<file path="src/rtl/program_sequencer_pkg.sv">
// Shared types and default widths for the program sequencer.
package program_sequencer_pkg;

  localparam int INSTR_BIT_DEF   = 8;
  localparam int STACK_DEPTH_DEF = 4;
  localparam int LOOP_BIT_DEF    = 8;

  // Control opcodes from the decoder; encoding 3'd7 behaves as OP_SEQ.
  typedef enum logic [2:0] {
    OP_SEQ    = 3'd0,
    OP_JUMP   = 3'd1,
    OP_BRANCH = 3'd2,
    OP_CALL   = 3'd3,
    OP_RET    = 3'd4,
    OP_LOOP   = 3'd5,
    OP_END    = 3'd6
  } seq_op_t;

  typedef enum logic [1:0] {
    ST_IDLE = 2'd0,
    ST_RUN  = 2'd1,
    ST_DONE = 2'd2,
    ST_ERR  = 2'd3
  } seq_state_t;

endpackage

</file>
<file path="src/rtl/program_sequencer_if.sv">
// Decoder-side bundle of the program sequencer: instruction controls in, sequencing status out.
interface program_sequencer_if
  import program_sequencer_pkg::*;
#(
  parameter int INSTR_BIT = INSTR_BIT_DEF,
  parameter int LOOP_BIT  = LOOP_BIT_DEF
) ();

  logic                 St;
  logic                 stall;
  logic [2:0]           op;
  logic                 cond;
  logic [INSTR_BIT-1:0] target;
  logic [LOOP_BIT-1:0]  loop_cnt;
  logic [INSTR_BIT-1:0] pc;
  logic                 commit;
  logic                 busy;
  logic                 done;
  logic                 err;

  modport master (
    output St, stall, op, cond, target, loop_cnt,
    input  pc, commit, busy, done, err
  );

  modport slave (
    input  St, stall, op, cond, target, loop_cnt,
    output pc, commit, busy, done, err
  );

endinterface

</file>
<file path="src/rtl/program_sequencer_call_stack.sv">
// LIFO of return addresses with synchronous clear; push is ignored when full, pop when empty.
module call_stack #(
  parameter int DEPTH = 4,
  parameter int WIDTH = 8
) (
  input  logic             i_clk,
  input  logic             i_rst_n,
  input  logic             i_clear,
  input  logic             i_push,
  input  logic             i_pop,
  input  logic [WIDTH-1:0] i_data,
  output logic [WIDTH-1:0] o_top,
  output logic             o_full,
  output logic             o_empty
);

  localparam int SPW = $clog2(DEPTH + 1);
  localparam int IW  = (DEPTH > 1) ? $clog2(DEPTH) : 1;

  logic [SPW-1:0]   r_sp;
  logic [WIDTH-1:0] r_mem [DEPTH];
  logic [SPW-1:0]   w_spDec;

  assign w_spDec = r_sp - SPW'(1);
  assign o_full  = (r_sp == SPW'(DEPTH));
  assign o_empty = (r_sp == '0);
  assign o_top   = o_empty ? '0 : r_mem[w_spDec[IW-1:0]];

  // Stack pointer: clear wins, otherwise a legal push or pop moves it by one.
  always_ff @(posedge i_clk or negedge i_rst_n) begin
    if (!i_rst_n) begin
      r_sp <= '0;
    end else if (i_clear) begin
      r_sp <= '0;
    end else if (i_push && !o_full) begin
      r_sp <= r_sp + SPW'(1);
    end else if (i_pop && !o_empty) begin
      r_sp <= w_spDec;
    end
  end

  // Entry storage; contents above the pointer are don't-care, so no reset is needed.
  always_ff @(posedge i_clk) begin
    if (i_push && !o_full && !i_clear) begin
      r_mem[r_sp[IW-1:0]] <= i_data;
    end
  end

endmodule

</file>
<file path="src/rtl/program_sequencer.sv">
// Program sequencer: pc generation with jump/branch, call/return stack and one hardware loop level.
module program_sequencer
  import program_sequencer_pkg::*;
#(
  parameter int INSTR_BIT   = INSTR_BIT_DEF,
  parameter int STACK_DEPTH = STACK_DEPTH_DEF,
  parameter int LOOP_BIT    = LOOP_BIT_DEF
) (
  input  logic              CLK,
  input  logic              RST,
  program_sequencer_if.slave bus
);

  seq_state_t           r_state, w_stateNext;
  logic [INSTR_BIT-1:0] r_pc, w_pcNext, w_pcInc;
  logic                 r_loopActive, w_loopActiveNext;
  logic [LOOP_BIT-1:0]  r_loopCnt, w_loopCntNext;
  logic                 w_push, w_pop, w_clear;
  logic                 w_full, w_empty;
  logic [INSTR_BIT-1:0] w_top;

  assign w_pcInc = r_pc + INSTR_BIT'(1);

  call_stack #(
    .DEPTH (STACK_DEPTH),
    .WIDTH (INSTR_BIT)
  ) u_stack (
    .i_clk   (CLK),
    .i_rst_n (RST),
    .i_clear (w_clear),
    .i_push  (w_push),
    .i_pop   (w_pop),
    .i_data  (w_pcInc),
    .o_top   (w_top),
    .o_full  (w_full),
    .o_empty (w_empty)
  );

  // Next-state, next-pc, loop and stack control; every (re)entry to RUN starts from a clean slate.
  always_comb begin
    w_stateNext      = r_state;
    w_pcNext         = r_pc;
    w_loopActiveNext = r_loopActive;
    w_loopCntNext    = r_loopCnt;
    w_push           = 1'b0;
    w_pop            = 1'b0;
    w_clear          = 1'b0;
    case (r_state)
      ST_IDLE: begin
        w_pcNext = '0;
        if (bus.St) begin
          w_stateNext      = ST_RUN;
          w_clear          = 1'b1;
          w_loopActiveNext = 1'b0;
          w_loopCntNext    = '0;
        end
      end
      ST_RUN: begin
        if (!bus.stall) begin
          case (bus.op)
            OP_JUMP:   w_pcNext = bus.target;
            OP_BRANCH: w_pcNext = bus.cond ? bus.target : w_pcInc;
            OP_CALL: begin
              if (w_full) begin
                w_stateNext = ST_ERR;
              end else begin
                w_push   = 1'b1;
                w_pcNext = bus.target;
              end
            end
            OP_RET: begin
              if (w_empty) begin
                w_stateNext = ST_ERR;
              end else begin
                w_pop    = 1'b1;
                w_pcNext = w_top;
              end
            end
            OP_LOOP: begin
              if (!r_loopActive) begin
                if (bus.loop_cnt == '0) begin
                  w_pcNext = w_pcInc;
                end else begin
                  w_loopActiveNext = 1'b1;
                  w_loopCntNext    = bus.loop_cnt - LOOP_BIT'(1);
                  w_pcNext         = bus.target;
                end
              end else if (r_loopCnt == '0) begin
                w_loopActiveNext = 1'b0;
                w_pcNext         = w_pcInc;
              end else begin
                w_loopCntNext = r_loopCnt - LOOP_BIT'(1);
                w_pcNext      = bus.target;
              end
            end
            OP_END:  w_stateNext = ST_DONE;
            default: w_pcNext = w_pcInc;
          endcase
        end
      end
      ST_DONE: begin
        w_stateNext      = ST_IDLE;
        w_pcNext         = '0;
        w_clear          = 1'b1;
        w_loopActiveNext = 1'b0;
        w_loopCntNext    = '0;
      end
      ST_ERR: begin
        if (bus.St) begin
          w_stateNext      = ST_RUN;
          w_pcNext         = '0;
          w_clear          = 1'b1;
          w_loopActiveNext = 1'b0;
          w_loopCntNext    = '0;
        end
      end
      default: begin
        w_stateNext = ST_IDLE;
        w_pcNext    = '0;
      end
    endcase
  end

  // Sequencer state registers; reset aborts any run immediately.
  always_ff @(posedge CLK or negedge RST) begin
    if (!RST) begin
      r_state      <= ST_IDLE;
      r_pc         <= '0;
      r_loopActive <= 1'b0;
      r_loopCnt    <= '0;
    end else begin
      r_state      <= w_stateNext;
      r_pc         <= w_pcNext;
      r_loopActive <= w_loopActiveNext;
      r_loopCnt    <= w_loopCntNext;
    end
  end

  assign bus.pc     = r_pc;
  assign bus.busy   = (r_state == ST_RUN);
  assign bus.done   = (r_state == ST_DONE);
  assign bus.err    = (r_state == ST_ERR);
  assign bus.commit = (r_state == ST_RUN) && !bus.stall && (bus.op != OP_END);

endmodule

</file>
<file path="src/flat_wrapper.sv">
// flat-port wrapper written by rule: the top's interface ports become plain ports
module program_sequencer_flat import program_sequencer_pkg::*;
#(
  parameter int INSTR_BIT   = INSTR_BIT_DEF,
  parameter int STACK_DEPTH = STACK_DEPTH_DEF,
  parameter int LOOP_BIT    = LOOP_BIT_DEF
)
  (CLK, RST, bus_St, bus_stall, bus_op, bus_cond, bus_target, bus_loop_cnt, bus_pc, bus_commit, bus_busy, bus_done, bus_err);
  program_sequencer_if #(.INSTR_BIT(INSTR_BIT), .LOOP_BIT(LOOP_BIT)) bus_i ();
  input  logic CLK;
  input  logic RST;
  input wire logic [$bits(bus_i.St)-1:0] bus_St;
  input wire logic [$bits(bus_i.stall)-1:0] bus_stall;
  input wire logic [$bits(bus_i.op)-1:0] bus_op;
  input wire logic [$bits(bus_i.cond)-1:0] bus_cond;
  input wire logic [$bits(bus_i.target)-1:0] bus_target;
  input wire logic [$bits(bus_i.loop_cnt)-1:0] bus_loop_cnt;
  output wire logic [$bits(bus_i.pc)-1:0] bus_pc;
  output wire logic [$bits(bus_i.commit)-1:0] bus_commit;
  output wire logic [$bits(bus_i.busy)-1:0] bus_busy;
  output wire logic [$bits(bus_i.done)-1:0] bus_done;
  output wire logic [$bits(bus_i.err)-1:0] bus_err;
  assign bus_i.St = bus_St;
  assign bus_i.stall = bus_stall;
  assign bus_i.op = bus_op;
  assign bus_i.cond = bus_cond;
  assign bus_i.target = bus_target;
  assign bus_i.loop_cnt = bus_loop_cnt;
  assign bus_pc = bus_i.pc;
  assign bus_commit = bus_i.commit;
  assign bus_busy = bus_i.busy;
  assign bus_done = bus_i.done;
  assign bus_err = bus_i.err;
  program_sequencer #(.INSTR_BIT(INSTR_BIT), .STACK_DEPTH(STACK_DEPTH), .LOOP_BIT(LOOP_BIT)) u_core (.CLK(CLK), .RST(RST), .bus(bus_i));
endmodule
</file>
<file path="config.mk">
export PLATFORM = sky130hd
export DESIGN_NAME = program_sequencer_flat
export DESIGN_NICKNAME = d
export VERILOG_FILES = /design/src/rtl/program_sequencer_pkg.sv /design/src/rtl/program_sequencer_if.sv /design/src/rtl/program_sequencer_call_stack.sv /design/src/rtl/program_sequencer.sv /design/src/flat_wrapper.sv
export SDC_FILE = /design/constraint.sdc
export NUM_CORES = 1
export LEC_CHECK = 0
export ABC_AREA = 1
export CAP_MARGIN = 20
export CORE_UTILIZATION = 40
export CTS_BUF_LIST = sky130_fd_sc_hd__clkbuf_8
export CTS_CLUSTER_DIAMETER = 30
export DETAILED_ROUTE_END_ITERATION = 10
export SLEW_MARGIN = 30
export SYNTH_ARGS = -nofsm -noshare
export SYNTH_HDL_FRONTEND = slang
export SYNTH_SLANG_ARGS = --single-unit
export TNS_END_PERCENT = 1
</file>
<file path="constraint.sdc">
create_clock -name CLK -period 2.1 [get_ports CLK]
set_clock_uncertainty 0.1 [all_clocks]
set_input_delay 0.21 -clock CLK [delete_from_list [all_inputs] [get_ports CLK]]
set_output_delay 0.21 -clock CLK [all_outputs]
set_load 0.02 [all_outputs]
</file>
==> results of run 1 <==
[area by class of cell]
class | count | area, um2
Clock buffer | 5 | 68.8
Clock inverter | 3 | 28.8
Fill cell | 759 | 3790
Inverter | 54 | 203
Multi-Input combinational cell | 274 | 1420
Sequential cell | 54 | 1510
Tap cell | 102 | 128
Timing Repair Buffer | 60 | 537
[per-layer routing]
layer	vias up	global-route usage	share of wire
li1	1401	-	-
met1	1279	0.281	0.46
met2	66	0.343	0.47
met3	12	0.0295	0.043
met4	0	0.0728	0.022
met5	-	0	0
[synth_stat cells, types with 2 or more instances]
cell type  number
nand2_1       114
inv_1          48
nand3_1        40
edfxtp_1       32
nor2_1         24
dfrtp_1        22
a21oi_1        18
o21ai_0        15
ha_1           10
xor2_1          9
o21ai_1         7
o22ai_1         7
inv_2           6
buf_2           4
o211ai_1        4
nor2_2          3
nor3_1          3
a31oi_1         2
clkbuf_1        2
nand2_4         2
nand4_1         2
xnor2_1         2
[flip-flops by register name (all words and copies together) (netlist names)]
name	flops
u_core.r_loopActive	1
u_core.r_state	2
u_core.u_stack.r_mem	32
u_core.r_loopCnt	8
u_core.bus.pc	8
u_core.u_stack.r_sp	3
[critical path, cell delays in order (launching register included)]
cell and delay (ns):
dfrtp_1 0.42, inv_1 0.11, ha_4 0.20, clkdlybuf4s50_1 0.62
[per-stage QoR]
stage	TNS [ns]	hold slack (ns)	setup WS, ns
detailed placement	0	0.431	0.0330
CTS	0	0.138	0.102
global route	0	0.183	0.00402
global placement	0	0.429	0.0546
finish	0	0.130	0.116
floorplan	-1.70	-0.186	-0.0526
[timing repair]
item                       4_1_cts  5_1_grt
setup endpoints to repair        2        3
gates resized for setup          3        2
cloned                           0        0
[power by group]
| part | internal, mW | switching (mW) | total (mW) |
|---|---|---|---|
| Sequential | 1.36 | 0.168 | 1.53 |
| Clock | 0.248 | 0.393 | 0.641 |
| Combinational | 0.892 | 1.43 | 2.33 |
| Total | 2.51 | 1.99 | 4.50 |
[kinds of logic after synthesis]
group | Yosys count | synth area share
flip-flops | 54 | 0.479
adder cells (fa/ha/maj) | 10 | 0.0397
XOR/XNOR | 11 | 0.0306
AND/OR/NAND/NOR | 193 | 0.262
buffers and inverters | 62 | 0.0790
AO/OA/AOI/OAI | 60 | 0.110
[worst max-delay path by stage]
| stage | depth (start not counted) | from | end |
|---|---|---|---|
| floorplan | 9 | u_core.u_stack.r_sp[0] | u_core.u_stack.r_mem[0][0] |
| global placement | 8 | u_core.r_state[1] | u_core.bus.pc[1] |
| detailed placement | 8 | bus_op[0] | u_core.u_stack.r_mem[1][7] |
| CTS | 3 | u_core.r_state[1] | bus_busy |
| global route | 9 | u_core.r_state[0] | u_core.r_loopCnt[7] |
| finish | 3 | u_core.r_state[1] | bus_busy |
==> impl_metrics.ini, run 1 <==
[drt]
vias = 2758
routed_wl_um = 8050
vias_per_cell = 5.00
drtPass1Iterations = 5
wl_per_cell_um = 14.6
drtIter0Drc = 154
drc = 0
ant_nets = 0

[worst_setup_path]
critical_path_arrival_ns = 1.67
r2r_setup_slack_ns = 0.19
crit_fanout = 8
required_ns = 1.79
start_kind = register
worstReg2RegStart = u_core.u_stack.r_sp[1]
endpoint_kind = primary output
r2r-end = u_core.u_stack.r_mem[2][5]
reg2regPathDepth = 8
path_class = reg -> out

[synth]
syn-mean-instance-area_um2 = 8.08
ys_warn_count = 0
ys_async_sr_fraction = 0.407
synth_top_flop_cell = edfxtp_1
synthesis.area_um2 = 3150
ys_ff_latch = 54
synth_edf_count = 32
yosys.cell_types.count = 36
synth_fp_nets = 424
synthTopCellsByArea = edfxtp_1, dfrtp_1, nand2_1
ys_seq_area_frac = 0.479
syn_inst = 390
synth_top_area_share = 0.305
yosys.area.top_type = edfxtp_1

[sta]
tightestPinTransition_ns = 0.435
slew_violations = 0
fin_crit_sh = 0.945
finalCriticalPeriod_ns = 1.98
slew-limit-headroom = 0.708
max_freq_ghz = 0.504
setup_viol = 0
rsz0062_at_grt = false
finalHoldViolCount = 0

[clock_tree]
post_cts_buffers = 0
clockRootBuffer = clkbuf_8
tritoncts = built
worstSkewPairLatency_ns = 0.31
htreeDepth = 2
numCtsBuffers = 5
clockBufferDepth = 2
clkTransAtPathRegs_ns = 0.11
cts.sinks = 54
hold_buffers = 0

[cells_and_area]
final_common_cell = nand2_1
diodes = 0
areaGrowthSynthToFinish_pct = 23.5
fin_cells = 552
final_cell_mix = nand2_1, inv_1, nand3_1, clkdlybuf4s50_1, edfxtp_1
post-route-util = 0.506
drive_gt1_frac = 0.124
fin_nets = 483
stdcell_area_um2 = 3890

[floorplan]
die_w_um = 90.8
row_count = 32
core_um2 = 7690
die_h_um = 90.8
ioPinCount = 36
die_area_um2 = 8240
initial_core_util = 0.410

[global_route]
grtUsageTotal = 0.208
grt_pass1_wl_um = 13400
grt_start_max_net_pins = 23
first_global_vias = 2703
antenna_found_initial = 0
grt-ovfl-total = 0

[placement]
place_hpwl_um = 6210
placed_area_um2 = 3780
dp_cells = 544
gp_congestion = 0.887
port_buffers = 35

[pwr]
powerDensity_nw_per_um2 = 1160
p_leak_nw = 1.78
power_mw = 4.50
ir_worst_vdd_uv = 477

[worst_hold_path]
hold_class = in -> async

[flow_run]
maxCapViolations = 0

[run_status]
outcome = finished, final reports clean
Note: power is estimated with default switching activity, not from simulation.
==> run 2, diff against run 1 <==
--- a/config.mk
+++ b/config.mk
@@ -11,6 +11,7 @@
 export CTS_BUF_LIST = sky130_fd_sc_hd__clkbuf_8
 export CTS_CLUSTER_DIAMETER = 30
 export DETAILED_ROUTE_END_ITERATION = 10
+export GPL_TIMING_DRIVEN = 0
 export SLEW_MARGIN = 30
 export SYNTH_ARGS = -nofsm -noshare
 export SYNTH_HDL_FRONTEND = slang
==> impl_metrics.ini, run 2 (same netlist as run 1, synthesis figures left out) <==
[clock_tree]
clkTransAtPathRegs_ns = 0.11
clockRootBuffer = clkbuf_8
htreeDepth = 2
tritoncts = built
cts.sinks = 54
clockBufferDepth = 2
numCtsBuffers = 5
worstSkewPairLatency_ns = 0.31

[pwr]
ir_worst_vdd_uv = 493
powerDensity_nw_per_um2 = 1140
p_leak_nw = 1.78

[placement]
post-place-ws_ns = -0.581
place_hpwl_um = 5500
dp_cells = 527
port_buffers = 35
gp_congestion = 0.829

[floorplan]
initial_core_util = 0.410
ioPinCount = 36
core_um2 = 7690
die_h_um = 90.8
die_w_um = 90.8
die_area_um2 = 8240
row_count = 32

[sta]
finalHoldViolCount = 0
setup_viol = 0
max_freq_ghz = 0.513
slew-limit-headroom = 0.669
finalCriticalPeriod_ns = 1.95
slew_violations = 0
fin_crit_sh = 0.928
tightestPinTransition_ns = 0.496
fin_ws_ns = 0.151

[drt]
vias = 2701
wl_per_cell_um = 13.3
drc = 0
ant_nets = 0
drtPass1Iterations = 4
vias_per_cell = 4.96
drtIter0Drc = 95
routed_wl_um = 7220

[cells_and_area]
fin_cells = 545
diodes = 0
seq_area_um2 = 1510
final_common_cell = nand2_1
areaGrowthSynthToFinish_pct = 25.8
final_cell_mix = nand2_1, inv_1, nand3_1, clkdlybuf4s50_1, edfxtp_1
drive_gt1_frac = 0.133
n_fill_cell = 759
post-route-util = 0.516
fin_nets = 476
largest_register_ffs = 32
multiInputGateArea_um2 = 1490

[worst_setup_path]
critical_path_arrival_ns = 2.05
start_kind = register
endpoint_kind = register
critPathSlowestCell = dfrtp_1
slowest_delay_ns = 0.40
crit_chain = buf_6 > inv_8 > ha_4 > nand2_1 > nand2_1 > nor2_2 > nand2_4 > o211ai_1 > xor2_1 > nor2_1
required_ns = 2.20
crit_fanout = 18
path_class = reg -> reg
cpMostUsedCell = nand2_1

[worst_hold_path]
hold_class = in -> async

[global_route]
grt_pass1_wl_um = 12400
grt_start_max_net_pins = 23
first_global_vias = 2599
grtUsageTotal = 0.191
grt-ovfl-total = 0
antenna_found_initial = 0

[run_status]
outcome = finished, final reports clean

[flow_run]
maxCapViolations = 0
## run 2: changes by cell type in the layout (fill, tap and decap cells not counted), moves of 2 or more
cell and change:
buf_4 -17, buf_2 +2, nor2_4 +5, a21oi_2 +3, o21ai_2 +2, buf_12 +3
buf_6 +4, nor2_2 -2, o21ai_1 -2, nor2_1 -3, inv_2 -2, a21oi_1 -3
## run 2: area by class of cell
type | count | share of cell area
Clock buffer | 5 | 0.0173
Clock inverter | 3 | 0.00725
Sequential cell | 54 | 0.381
Multi-Input combinational cell | 274 | 0.375
Buffer | 7 | 0.0155
Inverter | 54 | 0.0546
Timing Repair Buffer | 46 | 0.118
Tap cell | 102 | 0.0322
## run 2: per-layer routing
layer,global-route usage,wire length [um],part of all wire,vias to the layer above
met3,0.0337,294,0.041,12
met5,0,0,0,-
met4,0.0582,129,0.018,0
met1,0.247,3360,0.47,1249
met2,0.325,3440,0.48,53
li1,-,-,-,1387
## run 2: worst max-delay path: cells and delay by family, from the launching register on
kind,cells,cell delay (ns)
AND/OR/NAND/NOR,5,0.53
flip-flops,1,0.40
adder cells (fa/ha/maj),1,0.16
AO/OA/AOI/OAI,1,0.23
XOR/XNOR,1,0.17
buffers and inverters,2,0.23
## run 2: what timing repair did
action / 4_1_cts / 5_1_grt
pin swaps: 4 / 1
buffers inserted: 5 / 5
gates resized for setup: 18 / 16
hold buffers: 1 / 0
endpoints found under the setup margin: 46 / 53
hold endpoints to repair: 22 / 0
## run 2: path summary, 6_finish.rpt
| path | startpoint | slack [ns] | cells after the start | end |
|---|---|---|---|---|
| hold reg to reg | u_core.bus.pc[7] | 0.45 | 2 | u_core.bus.pc[7] |
| max in group asynchronous | RST | 1.28 | 2 | u_core.u_stack.r_sp[1] |
| setup reg to reg | u_core.u_stack.r_sp[0] | 0.15 | 10 | u_core.u_stack.r_sp[2] |
| hold / removal | RST | 0.28 | 2 | u_core.r_loopCnt[5] |
| setup / recovery | u_core.u_stack.r_sp[0] | 0.15 | 10 | u_core.u_stack.r_sp[2] |
| min in group CLK | u_core.bus.pc[7] | 0.45 | 2 | u_core.bus.pc[7] |
## run 2: through the flow
step                      area, um2  setup TNS [ns]  power [mW]  hold slack (ns)
after floorplan                3160           -1.70        3.00           -0.186
after detailed placement       3640          -22.23        3.64            0.111
final                          3970               0        4.50            0.278
after global routing           3970       -0.000904        4.87            0.347
after CTS                      3870               0        4.34            0.295
after global placement         3640          -21.84        3.61            0.420
## run 2: where the power goes
part           internal, mW  switching (mW)  total, mW  leakage, nW
clock                 0.250           0.368      0.618       0.0506
sequential             1.36           0.153       1.52        0.590
combinational         0.926            1.44       2.37         1.14
total                  2.54            1.96       4.50         1.78
==> run 3, diff against run 2 <==
--- a/config.mk
+++ b/config.mk
@@ -5,11 +5,10 @@
 export SDC_FILE = /design/constraint.sdc
 export NUM_CORES = 1
 export LEC_CHECK = 0
-export ABC_AREA = 1
 export CAP_MARGIN = 20
 export CORE_UTILIZATION = 40
 export CTS_BUF_LIST = sky130_fd_sc_hd__clkbuf_8
-export CTS_CLUSTER_DIAMETER = 30
+export CTS_CLUSTER_DIAMETER = 60
 export DETAILED_ROUTE_END_ITERATION = 10
 export GPL_TIMING_DRIVEN = 0
 export SLEW_MARGIN = 30
==> impl_metrics.ini, run 3 <==
[worst_hold_path]
hold_class = in -> async

[run_status]
violations = setup timing
outcome = finished, violations left

[placement]
gp_congestion = 0.844
port_buffers = 33
post-place-ws_ns = -0.510
dp_cells = 411
place_hpwl_um = 5360

[sta]
max_freq_ghz = 0.466
tightestPinTransition_ns = 0.581
holdWs_ns = 0.326
finalSetupTns_ns = -0.0929
finalCriticalPeriod_ns = 2.15
setup_viol = 5
fin_crit_sh = 1.02
rsz0062_at_grt = true
slew_violations = 0
finalHoldViolCount = 0
slew-limit-headroom = 0.613
fin_ws_ns = -0.0473

[cells_and_area]
areaGrowthSynthToFinish_pct = 32.0
post-route-util = 0.555
drive_gt1_frac = 0.253
largest_register_ffs = 32
final_cell_mix = edfxtp_1, clkdlybuf4s50_1, dfrtp_1, nand2_1, buf_4
n_fill_cell = 630
fin_cells = 439
multiInputGateArea_um2 = 1720
diodes = 0
final_common_cell = edfxtp_1
fin_nets = 373
seq_area_um2 = 1510

[worst_setup_path]
critical_path_arrival_ns = 2.24
r2r_setup_slack_ns = -0.05
endpoint_kind = register
worstReg2RegStart = u_core.r_loopCnt[5]
r2r-end = u_core.bus.pc[3]
path_class = reg -> reg
crit_fanout = 5
start_kind = register
required_ns = 2.20
reg2regPathDepth = 7

[synth]
ys_seq_area_frac = 0.485
synth_fp_nets = 313
syn_inst = 279
ys_ff_latch = 54
ys_async_sr_fraction = 0.407
yosys.area.top_type = edfxtp_1
syn-mean-instance-area_um2 = 11.2
synth_top_area_share = 0.308
synth_top_flop_cell = edfxtp_1
synthTopCellsByArea = edfxtp_1, dfrtp_1, mux4_2
yosys.cell_types.count = 59
ys_warn_count = 0
synthesis.area_um2 = 3120
synth_most_common_cell = edfxtp_1
ys_top_cells_by_count = edfxtp_1, dfrtp_1, nand2_1
synth_edf_count = 32

[pwr]
powerDensity_nw_per_um2 = 961
pwr-share-comb = 0.470
ir_worst_vdd_uv = 598
swShare = 0.365
p_leak_nw = 1.54
internal-power_mw = 2.51
p_seq_frac = 0.344
p_clk_frac = 0.186
switching_power_mw = 1.44

[drt]
vias = 2438
drtPass1Iterations = 4
routed_wl_um = 7670
drtIter0Drc = 109
wl_per_cell_um = 17.5
drc = 0
ant_nets = 0
vias_per_cell = 5.55

[global_route]
grt_pass1_wl_um = 12100
grtUsageTotal = 0.190
grt-ovfl-total = 0
grt_start_max_net_pins = 23
antenna_found_initial = 0
first_global_vias = 2370

[clock_tree]
clkTransAtPathRegs_ns = 0.11
clockRootBuffer = clkbuf_8
cts.sinks = 54
clockBufferDepth = 2
worstSkewPairLatency_ns = 0.31
numCtsBuffers = 5
tritoncts = built
htreeDepth = 2

[floorplan]
die_w_um = 90.3
ioPinCount = 36
initial_core_util = 0.421
core_um2 = 7410
die_h_um = 90.3
die_area_um2 = 8150
row_count = 31

[flow_run]
maxCapViolations = 0
## run 3: per-stage QoR
stage | cell area, um2 | total power [mW]
4_1_cts | 3830 | 3.74
5_1_grt | 4110 | 4.20
6_report | 4110 | 3.95
2_1_floorplan | 3130 | 2.40
3_3_place_gp | 3590 | 2.84
3_5_place_dp | 3580 | 2.86
## run 3: cell type report
cell class,count,area share
plain buffers,11,0.0280
clock buffers,5,0.0167
clock inverters,3,0.0119
inverters,10,0.0103
multi-input cells,204,0.417
flip-flops and latches,54,0.367
well taps,99,0.0301
repair buffers,53,0.118
## run 3: worst max path at each step
stage,start,to,slack [ns],depth (start not counted)
final,u_core.r_loopCnt[5],u_core.bus.pc[3],-0.05,7
after global routing,u_core.r_loopCnt[5],u_core.bus.pc[4],-0.12,7
after CTS,u_core.r_loopActive,u_core.r_loopCnt[6],-0.15,9
after detailed placement,bus_op[2],u_core.r_loopCnt[6],-0.51,7
after global placement,bus_op[2],u_core.r_loopCnt[6],-0.46,7
after floorplan,u_core.u_stack.r_sp[0],u_core.bus.pc[5],-0.05,10
## run 3: kinds of logic after synthesis
| group | Yosys count | share of synthesized area |
|---|---|---|
| xor gates and xnor gates | 14 | 0.0394 |
| muxes | 17 | 0.0871 |
| AOI/OAI and AO/OA | 75 | 0.161 |
| adders and majority gates | 10 | 0.0402 |
| and+or+nand+nor | 88 | 0.160 |
| DFF | 54 | 0.485 |
| buffers and inverters | 21 | 0.0273 |
## run 3: what timing repair did
| action | CTS | global route |
|---|---|---|
| hold buffers | 1 | 0 |
| resized for setup | 29 | 38 |
| buffers inserted | 1 | 18 |
| pin swaps | 3 | 10 |
| hold endpoints to repair | 22 | 0 |
| endpoints found under the setup margin | 50 | 50 |
| gates cloned | 0 | 0 |
## run 3: critical path, cell delays in order, from the launching register on
cell     delay (ns)
dfrtp_1        0.43
or4_4          0.54
nor3_4         0.19
buf_4          0.16
nor3b_4        0.06
or2_4          0.27
a32oi_1        0.18
o21ai_1        0.09
## run 3: layer usage
metal  vias to the layer above  global-route usage  routed length [um]
met5                         -                   0                   0
met1                      1229               0.263                3620
met3                         2              0.0278                 199
li1                       1170                   -                   -
met4                         0              0.0484                  35
met2                        37               0.314                3810
## run 3: power by group through the flow
stage / Combinational (mW) / Sequential [mW] / Clock, mW
final: 1.86 / 1.36 / 0.734
after global routing: 2.03 / 1.38 / 0.789
after CTS: 1.63 / 1.36 / 0.754
after detailed placement: 1.48 / 1.38 / 0
after global placement: 1.47 / 1.38 / 0
after floorplan: 1.02 / 1.38 / 0
==> patch 1, RTL diff (flow settings as in run 3) <==
The 4 states of `seq_state_t` get a one-hot encoding in 4 bits.
--- a/src/rtl/program_sequencer_pkg.sv
+++ b/src/rtl/program_sequencer_pkg.sv
@@ -18,7 +18,7 @@
 
-  typedef enum logic [1:0] {
-    ST_IDLE = 2'd0,
-    ST_RUN  = 2'd1,
-    ST_DONE = 2'd2,
-    ST_ERR  = 2'd3
+  typedef enum logic [3:0] {
+    ST_IDLE = 4'b0001,
+    ST_RUN  = 4'b0010,
+    ST_DONE = 4'b0100,
+    ST_ERR  = 4'b1000
   } seq_state_t;
Formal check against the unedited RTL: no difference found for any inputs over 4 cycles, from zero or initial values and one cycle with RST low; so few cycles prove little.
==> patch 1 against run 3 <==
- count of clock-buffer cells in the layout unchanged
- setup slack got worse by 0.024 ns
- sequential cell count increased by 2
- highest routed layer unchanged
- cell count increased by 2.5%
- the flow still finishes with violations (negative setup slack)
- area after synthesis increased by 4.8%
- final area increased by 2.7%
- power increased by 3.2%
- wire length increased by 1.5%
==> patch 1: results <==
INSERT INTO impl_metrics (metric_group, metric, value, unit) VALUES
('run_status', 'status', 'finished, violations left', ''),
('run_status', 'failed_checks', 'negative setup slack', ''),
('global_route', 'grtUsageTotal', '19.1', '%'),
('placement', 'detailed_place_hpwl', '5320', 'um'),
('timing', 'setup-violations-final', '17', ''),
('routing', 'wl_met2', '3670', 'um'),
('logic_synthesis', 'syn_avg_cell_area', '11.2', 'um2'),
('worst_setup_path', 'crit_fanout', '8', ''),
('routing', 'detail_route.vias_per_cell', '5.52', ''),
('worst_setup_path', 'crit_arrival', '2.28', 'ns'),
('logic_synthesis', 'postSynthNetCount', '323', ''),
('global_route', 'grt_pass1_vias', '2384', ''),
('routing', 'routed_wire_length_on_met3', '191', 'um'),
('layout', 'nNetsFinal', '378', ''),
('global_route', 'grt_start_max_net_pins', '25', ''),
('logic_synthesis', 'ys_seq_area_share', '47.9', '%'),
('routing', 'routedLengthMet1', '3860', 'um'),
('routing', 'wl', '7780', 'um'),
('worst_setup_path', 'reg2reg_from', 'u_core.r_loopActive$_DFFE_PN0P_', ''),
('logic_synthesis', 'synthArstFlopShare', '42.9', '%'),
('timing', 'timing.final.ws_setup', '-0.0715', 'ns'),
('layout', 'layout.cells.non_filler', '450', ''),
('global_route', 'grt_pass1_wl', '12500', 'um'),
('power_and_ir_drop', 'irDropWorstVdd', '0.000448', 'V'),
('worst_setup_path', 'critPathMaxStageDelay', '0.51', 'ns'),
('routing', '1st_iter_drt_viols', '98', '');
patch 1: final cells by class:
type                       instances  area (um2)
fill                             686        3580
multi-input combinational        208        1770
sequential                        56        1560
timing repair buffer              48         437
buffer                            15         158
tap                              102         128
clock buffer                       5        68.8
inverter                          13        56.3
clock inverter                     3        42.5
patch 1: metal layers:
metal,track usage [%],up-vias
li1,-,1211
met1,28.0,1238
met2,30.1,32
met3,2.79,5
met4,4.30,0
met5,0,-
patch 1: final timing paths:
path,end,slack (ns),cells past startpoint
worst max-delay path,u_core.bus.pc[2]$_DFFE_PN0P_,-0.07,8
worst min-delay path,u_core.r_state[2]$_DFFE_PN0P_,0.22,3
worst max register to register,u_core.bus.pc[2]$_DFFE_PN0P_,-0.07,8
worst min register to register,u_core.r_loopCnt[0]$_DFFE_PN0P_,0.44,1
max in group asynchronous,u_core.r_loopCnt[4]$_DFFE_PN0P_,1.18,2
min in group asynchronous,u_core.r_loopActive$_DFFE_PN0P_,0.33,2
patch 1: metrics by stage:
| stage | area, um2 | TNS, ns |
|---|---|---|
| after floorplan | 3290 | -0.00652 |
| after global placement | 3740 | -27.69 |
| after detailed placement | 3740 | -25.13 |
| after CTS | 3990 | -1.98 |
| after global routing | 4230 | -2.89 |
| final | 4230 | -0.401 |
patch 1: power breakdown:
| part | switching, mW | leakage, nW | total [mW] | internal (mW) |
|---|---|---|---|---|
| Combinational | 0.982 | 0.972 | 1.97 | 0.989 |
| Sequential | 0.107 | 0.609 | 1.39 | 1.28 |
| Clock | 0.360 | 0.0599 | 0.716 | 0.356 |
patch 1: cell families (layout without fill, tap and decap cells):
group / Yosys count / in the layout / share of synthesized area [%]
adders and majority gates: 7 / 7 / 2.68
and+or+nand+nor: 99 / 99 / 18.2
muxes: 13 / 13 / 7.13
DFF: 56 / 56 / 47.9
xor gates and xnor gates: 14 / 14 / 3.76
AOI/OAI and AO/OA: 75 / 75 / 16.5
buffers and inverters: 28 / 84 / 3.79
patch 1: worst min-delay path: stages:
cell and delay (ns):
buf_2 0.16, nand3b_1 0.16, nor2_1 0.06
patch 1: repair_timing:
action,CTS,global route
setup endpoints to repair,56,53
setup buffers,2,13
pin swaps,6,18
hold buffers,1,0
cloned,0,0
endpoints found under the hold margin,23,0
resized for setup,34,33
==> patch 2, RTL diff (settings of run 3) <==
Made on the original files. `LOOP_BIT_DEF`: 8 -> 16.
--- a/src/rtl/program_sequencer_pkg.sv
+++ b/src/rtl/program_sequencer_pkg.sv
@@ -5,3 +5,3 @@
   localparam int STACK_DEPTH_DEF = 4;
-  localparam int LOOP_BIT_DEF    = 8;
+  localparam int LOOP_BIT_DEF    = 16;
 
Ports: changed (resized bus_loop_cnt); port bits go from 36 to 44. The function was not compared with the original's and may differ.
==> patch 2 against run 3 <==
- the run still ends with negative setup slack left
- combinational power increased by 52%
- sequential cell count up 8
- power grew 40%
- area after synthesis grew 15%
- global-route usage grew 0.34 points
- sequential share of layout area decreased by 0.79 points
- count of clock-buffer cells in the layout rose by 4
- first-iteration DRC count is 23% lower
- wire length increased by 13%
- via count up 11%
- final area grew 16%
- utilization fell by 0.81 points
- setup slack better by 0.020 ns
- critical endpoint is now u_core.bus.pc[1]$_DFFE_PN0P_
- highest routed layer unchanged
==> patch 2: results <==
INSERT INTO impl_metrics (metric_group, metric, value, unit) VALUES
('worst_setup_path', 'crit_path_top_delay_cell', 'clkdlybuf4s50_1', ''),
('global_route', 'grtUsageTotal', '19.3', '%'),
('cts', 'cts-buffers-inserted', '9', ''),
('run_status', 'status', 'finished, violations left', ''),
('worst_setup_path', 'cpLargestDelayFamily', 'compound AO/OA/AOI/OAI gates', ''),
('global_route', 'grt_start_max_net_pins', '24', ''),
('logic_synthesis', 'synth.area.top_cells', 'edfxtp_1 (27%), dfrtp_1 (21%), mux2i_1 (5.3%)', ''),
('logic_synthesis', 'post_synth_most_frequent_cells', 'edfxtp_1 (32), dfrtp_1 (30), nand2_1 (25)', ''),
('worst_setup_path', 'crit_arrival', '2.22', 'ns'),
('run_status', 'failed_checks', 'negative setup slack', ''),
('global_route', 'grt_pass1_wl', '14200', 'um'),
('placement', 'routabilityCongestion', '0.794', ''),
('routing', 'vias', '2712', ''),
('timing', 'max-slew-margin-rel', '59.8', '%'),
('timing', 'timing.final.ws_setup', '-0.0274', 'ns'),
('cts', 'clk_latency', '0.34', 'ns'),
('placement', 'preCtsSetupSlack', '-0.481', 'ns'),
('cts', 'cts_htree_levels', '3', ''),
('timing', 'setup-violations-final', '2', ''),
('logic_synthesis', 'synthArstFlopShare', '48.4', '%');
## patch 2: cell count changes after synthesis, sizes merged, moves of 8 or more
cell          run 3  this run
o21ai            26        10
a22o              5        17
mux2i             8        19
a21oi            15         6
xnor2             8        17
dfrtp            22        30
nor2             17        25
## patch 2: cell type report
class | instances | area (um2) | share of cell area, %
multi-input combinational | 225 | 1980 | 41.6
sequential | 62 | 1720 | 35.9
timing repair buffer | 66 | 616 | 12.9
tap | 108 | 135 | 2.83
clock buffer | 9 | 124 | 2.60
buffer | 9 | 100 | 2.10
clock inverter | 7 | 56.3 | 1.18
inverter | 10 | 41.3 | 0.865
## patch 2: cell families (layout without fill, tap and decap cells)
| logic type | Yosys count | in the layout | share of synthesized area (%) |
|---|---|---|---|
| mux | 28 | 28 | 10.6 |
| buf+inv | 21 | 101 | 2.61 |
| xor+xnor | 23 | 23 | 5.61 |
| fa+ha+maj | 10 | 10 | 3.48 |
| compound gates | 64 | 64 | 14.1 |
| simple gates | 100 | 100 | 15.9 |
| flops | 62 | 62 | 47.7 |
## patch 2: through the flow
stage | hold WS [ns] | TNS [ns] | utilization, % | power [mW]
after floorplan | -0.186 | -4.22 | - | 3.42
after global placement | 0.421 | -16.24 | 48.6 | 4.10
after detailed placement | -0.00996 | -15.82 | 48.8 | 4.15
after CTS | 0.149 | -0.192 | 53.8 | 5.45
after global routing | 0.169 | -0.882 | 54.7 | 5.87
final | 0.154 | -0.0314 | 54.7 | 5.53
## patch 2: path summary, 6_finish.rpt
| check | end | slack [ns] | cells after the start |
|---|---|---|---|
| max in group asynchronous | u_core.r_loopActive$_DFFE_PN0P_ | 1.33 | 3 |
| hold / removal | u_core.r_loopCnt[10]$_DFFE_PN0P_ | 0.15 | 2 |
| min in group CLK | u_core.r_state[0]$_DFFE_PN0P_ | 0.23 | 4 |
| setup / recovery | u_core.bus.pc[1]$_DFFE_PN0P_ | -0.03 | 7 |
| setup reg to reg | u_core.bus.pc[1]$_DFFE_PN0P_ | -0.02 | 7 |
| hold reg to reg | u_core.r_loopCnt[7]$_DFFE_PN0P_ | 0.44 | 1 |
## patch 2: metal layers
layer	vias up	wire, um	global-route usage, %
li1	1322	-	-
met1	1346	3880	23.3
met2	35	4470	34.4
met3	9	210	3.40
met4	0	97	7.12
met5	-	0	0
## patch 2: power groups by stage
stage | Combinational [mW] | Sequential, mW | Clock [mW]
after floorplan | 1.62 | 1.80 | 0
after global placement | 2.33 | 1.77 | 0
after detailed placement | 2.37 | 1.78 | 0
after CTS | 2.72 | 1.74 | 0.987
after global routing | 3.05 | 1.79 | 1.03
final | 2.82 | 1.75 | 0.951
## patch 2: repair_timing
action	in CTS	in global routing
hold buffers	1	0
resized for setup	28	21
pin swaps	10	8
buffers inserted	20	3
setup endpoints to repair	56	62
endpoints found under the hold margin	30	0
